File: src/rtl/sprite_pixel_gen.sv
// Sprite pixel source for the RGB composer: 3-stage ROM-backed pixel pipeline plus
// frame-synchronous position/walk-animation control. Off-sprite pixels are always 12'h000.
module sprite_pixel_gen #(
  parameter int unsigned SPR_W    = 32,
  parameter int unsigned SPR_H    = 32,
  parameter int unsigned SCREEN_W = 640,
  parameter int unsigned SCREEN_H = 480,
  parameter int unsigned INIT_X   = 304,
  parameter int unsigned INIT_Y   = 224,
  parameter int unsigned STEP     = 2,
  parameter int unsigned ANIM_DIV = 8
) (
  input  logic        clk,
  input  logic        rst_n,
  input  logic [9:0]  h_cnt,
  input  logic [9:0]  v_cnt,
  input  logic        valid_in,
  input  logic        move_en,
  input  logic [1:0]  dir,
  output logic [10:0] rom_addr,
  input  logic [11:0] rom_data,
  output logic [11:0] pixel,
  output logic        valid_out,
  output logic [9:0]  pos_x,
  output logic [9:0]  pos_y
);

  localparam int unsigned AnimW  = (ANIM_DIV > 1) ? $clog2(ANIM_DIV) : 1;
  localparam logic [10:0] MaxX   = 11'(SCREEN_W - SPR_W);
  localparam logic [10:0] MaxY   = 11'(SCREEN_H - SPR_H);
  localparam logic [10:0] Step11 = 11'(STEP);
  localparam logic [9:0]  Step10 = 10'(STEP);

  localparam logic [1:0] DirUp    = 2'd0;
  localparam logic [1:0] DirDown  = 2'd1;
  localparam logic [1:0] DirLeft  = 2'd2;
  localparam logic [1:0] DirRight = 2'd3;

  typedef enum logic [0:0] {StIdle, StArmed} state_e;

  state_e           state_q;
  logic [1:0]       dir_q;
  logic             pose_q;
  logic [AnimW-1:0] anim_cnt_q;
  logic             cond_q;
  logic             hit1_q, valid1_q, hit2_q, valid2_q;

  // Sprite hit test and ROM offset for the current scan position.
  logic       hit_x, hit_y, hit;
  logic [9:0] rel_x, rel_y, sprite_off;
  logic [10:0] x_end, y_end;

  assign x_end      = {1'b0, pos_x} + 11'(SPR_W);
  assign y_end      = {1'b0, pos_y} + 11'(SPR_H);
  assign hit_x      = (h_cnt >= pos_x) && ({1'b0, h_cnt} < x_end);
  assign hit_y      = (v_cnt >= pos_y) && ({1'b0, v_cnt} < y_end);
  assign hit        = hit_x && hit_y;
  assign rel_x      = h_cnt - pos_x;
  assign rel_y      = v_cnt - pos_y;
  assign sprite_off = 10'(rel_y * 10'(SPR_W) + rel_x);

  // One-clock frame tick at the first clk of the vblank marker position.
  logic cond, tick;
  assign cond = (h_cnt == 10'd0) && (v_cnt == 10'(SCREEN_H));
  assign tick = cond && !cond_q;

  // Saturating next position for the effective direction.
  logic [1:0]  mv_dir;
  logic        apply;
  logic [10:0] x_inc, y_inc;
  logic [9:0]  x_nxt, y_nxt;

  assign apply = (state_q == StArmed) || move_en;
  assign x_inc = {1'b0, pos_x} + Step11;
  assign y_inc = {1'b0, pos_y} + Step11;

  always_comb begin
    mv_dir = move_en ? dir : dir_q;
    x_nxt  = pos_x;
    y_nxt  = pos_y;
    unique case (mv_dir)
      DirUp:    y_nxt = (pos_y < Step10) ? 10'd0 : pos_y - Step10;
      DirDown:  y_nxt = (y_inc > MaxY) ? MaxY[9:0] : y_inc[9:0];
      DirLeft:  x_nxt = (pos_x < Step10) ? 10'd0 : pos_x - Step10;
      DirRight: x_nxt = (x_inc > MaxX) ? MaxX[9:0] : x_inc[9:0];
      default:  ;
    endcase
  end

  // Pixel pipeline: S1 address/hit, S2 ROM access, S3 gated output.
  always_ff @(posedge clk or negedge rst_n) begin
    if (!rst_n) begin
      hit1_q    <= 1'b0;
      valid1_q  <= 1'b0;
      rom_addr  <= '0;
      hit2_q    <= 1'b0;
      valid2_q  <= 1'b0;
      pixel     <= '0;
      valid_out <= 1'b0;
      cond_q    <= 1'b0;
    end else begin
      hit1_q   <= hit;
      valid1_q <= valid_in;
      if (hit) begin
        rom_addr <= {pose_q, sprite_off};
      end
      hit2_q    <= hit1_q;
      valid2_q  <= valid1_q;
      pixel     <= (valid2_q && hit2_q) ? rom_data : 12'h000;
      valid_out <= valid2_q;
      cond_q    <= cond;
    end
  end

  // Move FSM, position and walk animation; everything visible changes only on tick.
  always_ff @(posedge clk or negedge rst_n) begin
    if (!rst_n) begin
      state_q    <= StIdle;
      dir_q      <= 2'd0;
      pos_x      <= 10'(INIT_X);
      pos_y      <= 10'(INIT_Y);
      pose_q     <= 1'b0;
      anim_cnt_q <= '0;
    end else if (tick) begin
      state_q <= StIdle;
      if (apply) begin
        pos_x <= x_nxt;
        pos_y <= y_nxt;
        if (anim_cnt_q == AnimW'(ANIM_DIV - 1)) begin
          anim_cnt_q <= '0;
          pose_q     <= ~pose_q;
        end else begin
          anim_cnt_q <= anim_cnt_q + 1'b1;
        end
      end else begin
        anim_cnt_q <= '0;
        pose_q     <= 1'b0;
      end
    end else if (move_en) begin
      state_q <= StArmed;
      dir_q   <= dir;
    end
  end

endmodule
File: config.mk
export PLATFORM = sky130hd
export DESIGN_NAME = sprite_pixel_gen
export DESIGN_NICKNAME = d
export VERILOG_FILES = /design/src/rtl/sprite_pixel_gen.sv
export SDC_FILE = /design/constraint.sdc
export NUM_CORES = 1
export LEC_CHECK = 0
export ABC_AREA = 1
export CAP_MARGIN = 25
export CORE_UTILIZATION = 49
export DETAILED_ROUTE_END_ITERATION = 6
export PLACE_DENSITY = 0.84
export SETUP_SLACK_MARGIN = 0.2
export SYNTH_ARGS = -nofsm -noshare
export SYNTH_HDL_FRONTEND = slang
export SYNTH_SLANG_ARGS = --single-unit
File: constraint.sdc
create_clock -name clk -period 2.5 [get_ports clk]
set_clock_uncertainty 0.05 [all_clocks]
set_input_delay 0.5 -clock clk [delete_from_list [all_inputs] [get_ports clk]]
set_output_delay 0.5 -clock clk [all_outputs]
set_load 0.005 [all_outputs]
==> results.cfg, run 1 <==
[outcome]
status = finished, violations left
violations = negative setup slack

[setup_path]
crit_path_top_delay_cell = fa_2
cp.depth = 14
critPathMaxFanout = 4
critical-path-top-delay-family = adder cells
start_kind = register
reg2regPathDepth = 14
path_buf_inv = 4
cp_common_cell = inv_2
worst_setup_path_end_kind = register
arrival_ps = 2900
cp_slowest_stage_delay_ps = 550
cp.required_ps = 2720
path_class = register to register
path_cells = inv_2 -> fa_2 -> inv_2 -> fa_1 -> inv_2 -> ha_4 -> inv_2 -> o21ai_4 -> nand2_2 -> nand3_1 -> nand3_1 -> nand2_1 -> nand3_1 -> nand2_1

[sta]
clock.fmax_mhz = 373
tns_ps = -721
rsz0062_at_grt = yes
setup_viol = 11
slew_violations = 0
setup_ws_ps = -179
min_period_over_period_pct = 107
finalCriticalPeriod_ps = 2680
hold_violations = 0

[yosys]
synthDistinctLibCells = 41
synth_top_family_by_area = simple AND/OR/NAND/NOR gates
ys_seq_elements = 54
ys.warnings.count = 0
synth-async-reset-ratio_pct = 100
synth-seq-area-share_pct = 27.8
syn-cell-area_um2 = 4890
muxShareOfSynthArea_pct = 0
yosys.area_share.simple_pct = 34.4
synth-main-ff-cell = dfrtp_1
postSynthCellCount = 715
synth_fa_ha_area_share_pct = 15.9
synth-compound-area-share_pct = 7.24
synth_area_per_cell_um2 = 6.84
synth-edff-count = 0
synth-xor-area-share_pct = 4.30

[clock_tree]
cts_tree = done
cts_made_buffers = 5
ctsHoldBuffers = 0
htreeDepth = 2
cts.path.max_buffers = 2
root_buffer = clkbuf_8
clkTransAtPathRegs_ps = 110
clock_sinks = 54
clock_latency_ps = 330

[floorplanning]
core_um2 = 9730
row_count = 36
die_height_um = 102
io_pins = 82
initial_utilization_pct = 50.3
fp.dieArea_um2 = 10400
die_w_um = 102

[drt]
drtIter0Drc = 267
drtAntennaViolNets = 0
drtPass1Iterations = 6
drc = 0
wl_per_cell_um = 14.2
vias = 5356
viasPerCell = 5.23
drt-total-wl_um = 14500

[finish]
syn_to_final_growth_pct = 41.5
final_cell_mix = 181 x nand2_1, 103 x inv_1, 99 x nor2_1
fin_nets = 984
drive_above_1_share_pct = 21.1
nFillCells = 748
diodes = 0
layout_commonest_cell = nand2_1

[placement]
port_buffers = 79
place_ws_ps = -731
hpwlAfterDp_um = 10500
gp_congestion = 0.934

[power_and_ir_drop]
vdd_ir_drop_max_uv = 243
p_leak_nw = 3.63
power_density_nw_per_um2 = 321

[run]
cap_viol_max_count = 0

[global_routing]
grt.overflow.total = 0
gr-usage-all-layers_pct = 27.3
grt_max_degree = 22
grt_pass1_vias = 4960
grt_pass1_wl_um = 22200
antenna_found_initial = 0

[min_path]
hold_path.class = input port to async pin
registers in the layout, indices dropped and copies added, names as in the netlist:
| register | count |
|---|---|
| anim_cnt_q | 3 |
| cond_q | 1 |
| dir_q | 2 |
| hit1_q | 1 |
| hit2_q | 1 |
| pixel | 12 |
| pos_x | 9 |
| pos_y | 9 |
| pose_q | 1 |
| rom_addr | 11 |
| state_q | 1 |
| valid1_q | 1 |
| valid2_q | 1 |
| valid_out | 1 |
kinds of logic after synthesis:
logic type / Yosys count
AOI/OAI and AO/OA: 58
xor gates and xnor gates: 24
adders and majority gates: 56
buffers and inverters: 125
DFF: 54
other: 2
and+or+nand+nor: 396
final timing paths:
check                                          start                       to  slack [ps]
worst max-delay path            pos_y[1]$_DFFE_PN0P_  rom_addr[9]$_DFFE_PN0P_        -180
worst min-delay path                           rst_n     pos_y[4]$_DFFE_PN0P_          40
worst max register to register  pos_y[1]$_DFFE_PN0P_  rom_addr[9]$_DFFE_PN0P_        -180
worst min register to register    valid1_q$_DFF_PN0_       valid2_q$_DFF_PN0_         310
max in group asynchronous                      rst_n     pos_x[5]$_DFFE_PN1P_        1690
min in group clk                  valid1_q$_DFF_PN0_       valid2_q$_DFF_PN0_         310
worst reg2reg max path: stages, from the launching register on:
cell and delay [ps]:
dfrtp_2 390, inv_2 80, fa_2 550, inv_2 50, fa_1 520, inv_2 50, ha_4 280, inv_2 50
o21ai_4 150, nand2_2 90, nand3_1 90, nand3_1 70, nand2_1 80, nand3_1 70, nand2_1 60
cells in the mapped netlist (2+ instances only):
cell type  number  area [um2]
o21ai_1         2        10.0
nor2_1        104         390
o21ai_0        16        80.1
ha_1           46         576
buf_4           4        30.0
a22o_1          2        17.5
nand2_1       198         743
a21boi_0        5        37.5
a21o_1          2        15.0
fa_1           10         200
o21a_1          4        30.0
nand3b_1        5        37.5
nor3_1          7        35.0
nand4_1        12        75.1
dfstp_2         6         158
buf_6           2        22.5
inv_1         115         432
nand3_1        56         280
a21boi_1        4        30.0
nand2_2         4        25.0
nor2_2          3        18.8
xnor2_1         3        26.3
dfrtp_1        48        1200
conb_1          2        7.51
a21oi_1        17        85.1
xor2_1         21         184
nor2_4          2        22.5
buf_2           2        10.0
metal layers:
metal | GRT usage (%) | part of all wire [%]
met1 | 34.1 | 41
met2 | 48.5 | 48
met3 | 2.60 | 6.6
met4 | 11.1 | 3.9
met5 | 0 | 0
timing repair:
item | CTS | global route
gates cloned | 2 | 1
hold endpoints to repair | 0 | 0
pin swaps | 16 | 27
setup endpoints to repair | 12 | 24
setup buffers | 11 | 6
resized for setup | 26 | 55
report_power, final:
group | switching (mW) | total (mW) | internal (mW)
clock network | 0.338 | 0.547 | 0.209
logic | 0.353 | 0.715 | 0.361
registers | 0.0299 | 0.960 | 0.930
total | 0.722 | 2.22 | 1.50
cell type report:
class                   instances  area [um2]  share of cell area, %
multi-input cells             540        3340                   48.2
flip-flops and latches         54        1360                   19.6
well taps                     133         166                   2.40
inverters                     116         435                   6.29
clock inverters                 3        28.8                  0.416
repair buffers                173        1530                   22.0
clock buffers                   5        68.8                  0.994
through the flow:
stage	utilization [%]	instance area, um2	std cells	hold WS [ps]	power, mW
finish	71.2	6920	1024	35.6	2.22
global route	71.2	6920	1024	55.1	2.34
CTS	68.5	6670	1017	41.2	2.17
detailed placement	65.9	6410	996	295	1.61
global placement	65.9	6410	996	282	1.59
floorplan	-	4960	718	154	1.27
(Power assumes the default switching activity.)
==> inputs of run 2 (changes only) <==
--- a/config.mk
+++ b/config.mk
@@ -6,10 +6,13 @@
 export NUM_CORES = 1
 export LEC_CHECK = 0
 export ABC_AREA = 1
+export ABC_CLOCK_PERIOD_IN_PS = 2500
 export CAP_MARGIN = 25
+export CORE_MARGIN = 3
 export CORE_UTILIZATION = 49
 export DETAILED_ROUTE_END_ITERATION = 6
 export PLACE_DENSITY = 0.84
+export REMOVE_ABC_BUFFERS = 1
 export SETUP_SLACK_MARGIN = 0.2
 export SYNTH_ARGS = -nofsm -noshare
 export SYNTH_HDL_FRONTEND = slang
==> run 2 against run 1 <==
Effect of this change: the flow still finishes with violations (negative setup slack); final area is 3.0% higher; flip-flop and latch count stayed put; clock-buffer cell count stayed put; combinational power rose by 9.8%; final cell count grew 0.88%; non-clock buffer count grew 13; power is 3.9% higher; hold slack improved by 200 ps; worst setup slack got worse by 46 ps; core utilization increased by 4.3 points; critical path type unchanged; largest cell class unchanged.
==> results.cfg, run 2 (synthesis gave the netlist of run 1 again) <==
[floorplanning]
fp.dieArea_um2 = 11200
initial_utilization_pct = 51.7
row_count = 35
die_w_um = 106
die_height_um = 106
io_pins = 82
core_um2 = 9460

[finish]
syn_to_final_growth_pct = 45.8
final_cell_mix = 180 x nand2_1, 104 x inv_1, 100 x nor2_1
fin_nets = 997
largest-register = pixel
diodes = 0
largest_reg_flops = 12
instances_no_fill = 1033
reg.largest.list = pixel: 12 flops, rom_addr: 11 flops
drive_above_1_share_pct = 22.5
layout_commonest_cell = nand2_1
design_area_um2 = 7130

[sta]
worst_pin_slew_ps = 708
slew_headroom_pct = 52.8
finalCriticalPeriod_ps = 2720
clock.fmax_mhz = 367
min_period_over_period_pct = 109
setup_ws_ps = -225
rsz0062_at_grt = yes
hold_violations = 0
slew_violations = 0
setup_viol = 12

[setup_path]
start_kind = register
r2r_setup_slack_ps = -220
critPathMaxFanout = 3
path_class = register to register
timing.rr.end = rom_addr[7]$_DFFE_PN0P_
arrival_ps = 2950
reg2reg_from = pos_y[1]$_DFFE_PN0P_
cp.required_ps = 2720
worst_setup_path_end_kind = register
reg2regPathDepth = 13

[clock_tree]
root_buffer = clkbuf_8
cts_tree = done
clock_sinks = 54
ctsHoldBuffers = 0
cts.path.max_buffers = 2
clkTransAtPathRegs_ps = 120
clock_latency_ps = 330
cts_made_buffers = 5
htreeDepth = 2

[power_and_ir_drop]
switching_share_pct = 33.3
power_mw = 2.31
power_density_nw_per_um2 = 324
seq_power_share_pct = 41.6
p_int_mw = 1.54
p_leak_nw = 3.74
p_switching_mw = 0.769
pwr-share-clk_pct = 24.4
vdd_ir_drop_max_uv = 227
comb_power_share_pct = 34.0

[drt]
drt-total-wl_um = 15900
drtIter0Drc = 372
drtPass1Iterations = 5
vias = 5428
drtAntennaViolNets = 0
viasPerCell = 5.25
wl_per_cell_um = 15.4
drc = 0

[placement]
place_ws_ps = -962
gp_congestion = 0.931
dpl.cell_count = 996
port_buffers = 79
placed_cell_area_um2 = 6380
hpwlAfterDp_um = 11100

[run]
cap_viol_max_count = 0

[global_routing]
antenna_found_initial = 0
grt.overflow.total = 0
grt_pass1_wl_um = 25100
gr-usage-all-layers_pct = 27.7
grt_max_degree = 55
grt_pass1_vias = 5305

[min_path]
hold_path.class = input port to async pin

[outcome]
violations = negative setup slack
status = finished, violations left
## run 2: area by class of cell
type                       count  area, um2
clock inverter                 3       28.8
sequential                    54       1360
tap                          129        161
fill                         683       2330
inverter                     116        440
clock buffer                   5       68.8
multi-input combinational    540       3360
timing repair buffer         186       1710
## run 2: power groups by stage
stage / combinational, mW / sequential, mW / clock (mW)
2_1_floorplan: 0.264 / 0.978 / 0
3_3_place_gp: 0.580 / 0.971 / 0
3_5_place_dp: 0.604 / 0.974 / 0
4_1_cts: 0.723 / 0.960 / 0.573
5_1_grt: 0.846 / 0.968 / 0.614
6_report: 0.785 / 0.961 / 0.563
## run 2: worst max path at each step
stage,cells after the start,to,start
2_1_floorplan,16,rom_addr[9]$_DFFE_PN0P_,v_cnt[2]
3_3_place_gp,15,rom_addr[9]$_DFFE_PN0P_,v_cnt[1]
3_5_place_dp,15,rom_addr[9]$_DFFE_PN0P_,v_cnt[1]
4_1_cts,15,rom_addr[9]$_DFFE_PN0P_,pos_y[1]$_DFFE_PN0P_
5_1_grt,13,rom_addr[7]$_DFFE_PN0P_,pos_y[1]$_DFFE_PN0P_
6_report,13,rom_addr[7]$_DFFE_PN0P_,pos_y[1]$_DFFE_PN0P_
## run 2: what timing repair did
item | 4_1_cts | 5_1_grt
buffers inserted | 19 | 8
resized for setup | 66 | 42
pin swaps | 28 | 24
gates cloned | 2 | 0
endpoints found under the setup margin | 12 | 27
## run 2: worst max-delay path, stage by stage, from the launching register on
cell,delay [ps]
dfrtp_1,390
inv_2,80
fa_2,530
inv_2,40
fa_1,510
inv_2,50
ha_4,280
inv_2,40
o21ai_2,140
buf_4,150
a21oi_2,40
xor2_1,180
nand3_1,110
nand2_1,70
## run 2: per-stage QoR
| step | TNS, ps | utilization (%) | hold WS [ps] |
|---|---|---|---|
| 4_1_cts | -323 | 73.1 | 266 |
| 3_3_place_gp | -3970 | 67.4 | 284 |
| 5_1_grt | -2510 | 75.4 | 310 |
| 3_5_place_dp | -4810 | 67.4 | 286 |
| 6_report | -1110 | 75.4 | 236 |
| 2_1_floorplan | -1930 | - | 154 |
## run 2: per-layer routing
metal / up-vias / part of all wire (%) / global-route usage [%]
met5: - / 0 / 0
met4: 0 / 2.5 / 10.3
met3: 38 / 6.5 / 3.76
met2: 204 / 50 / 47.0
met1: 2572 / 41 / 36.2
li1: 2614 / - / -
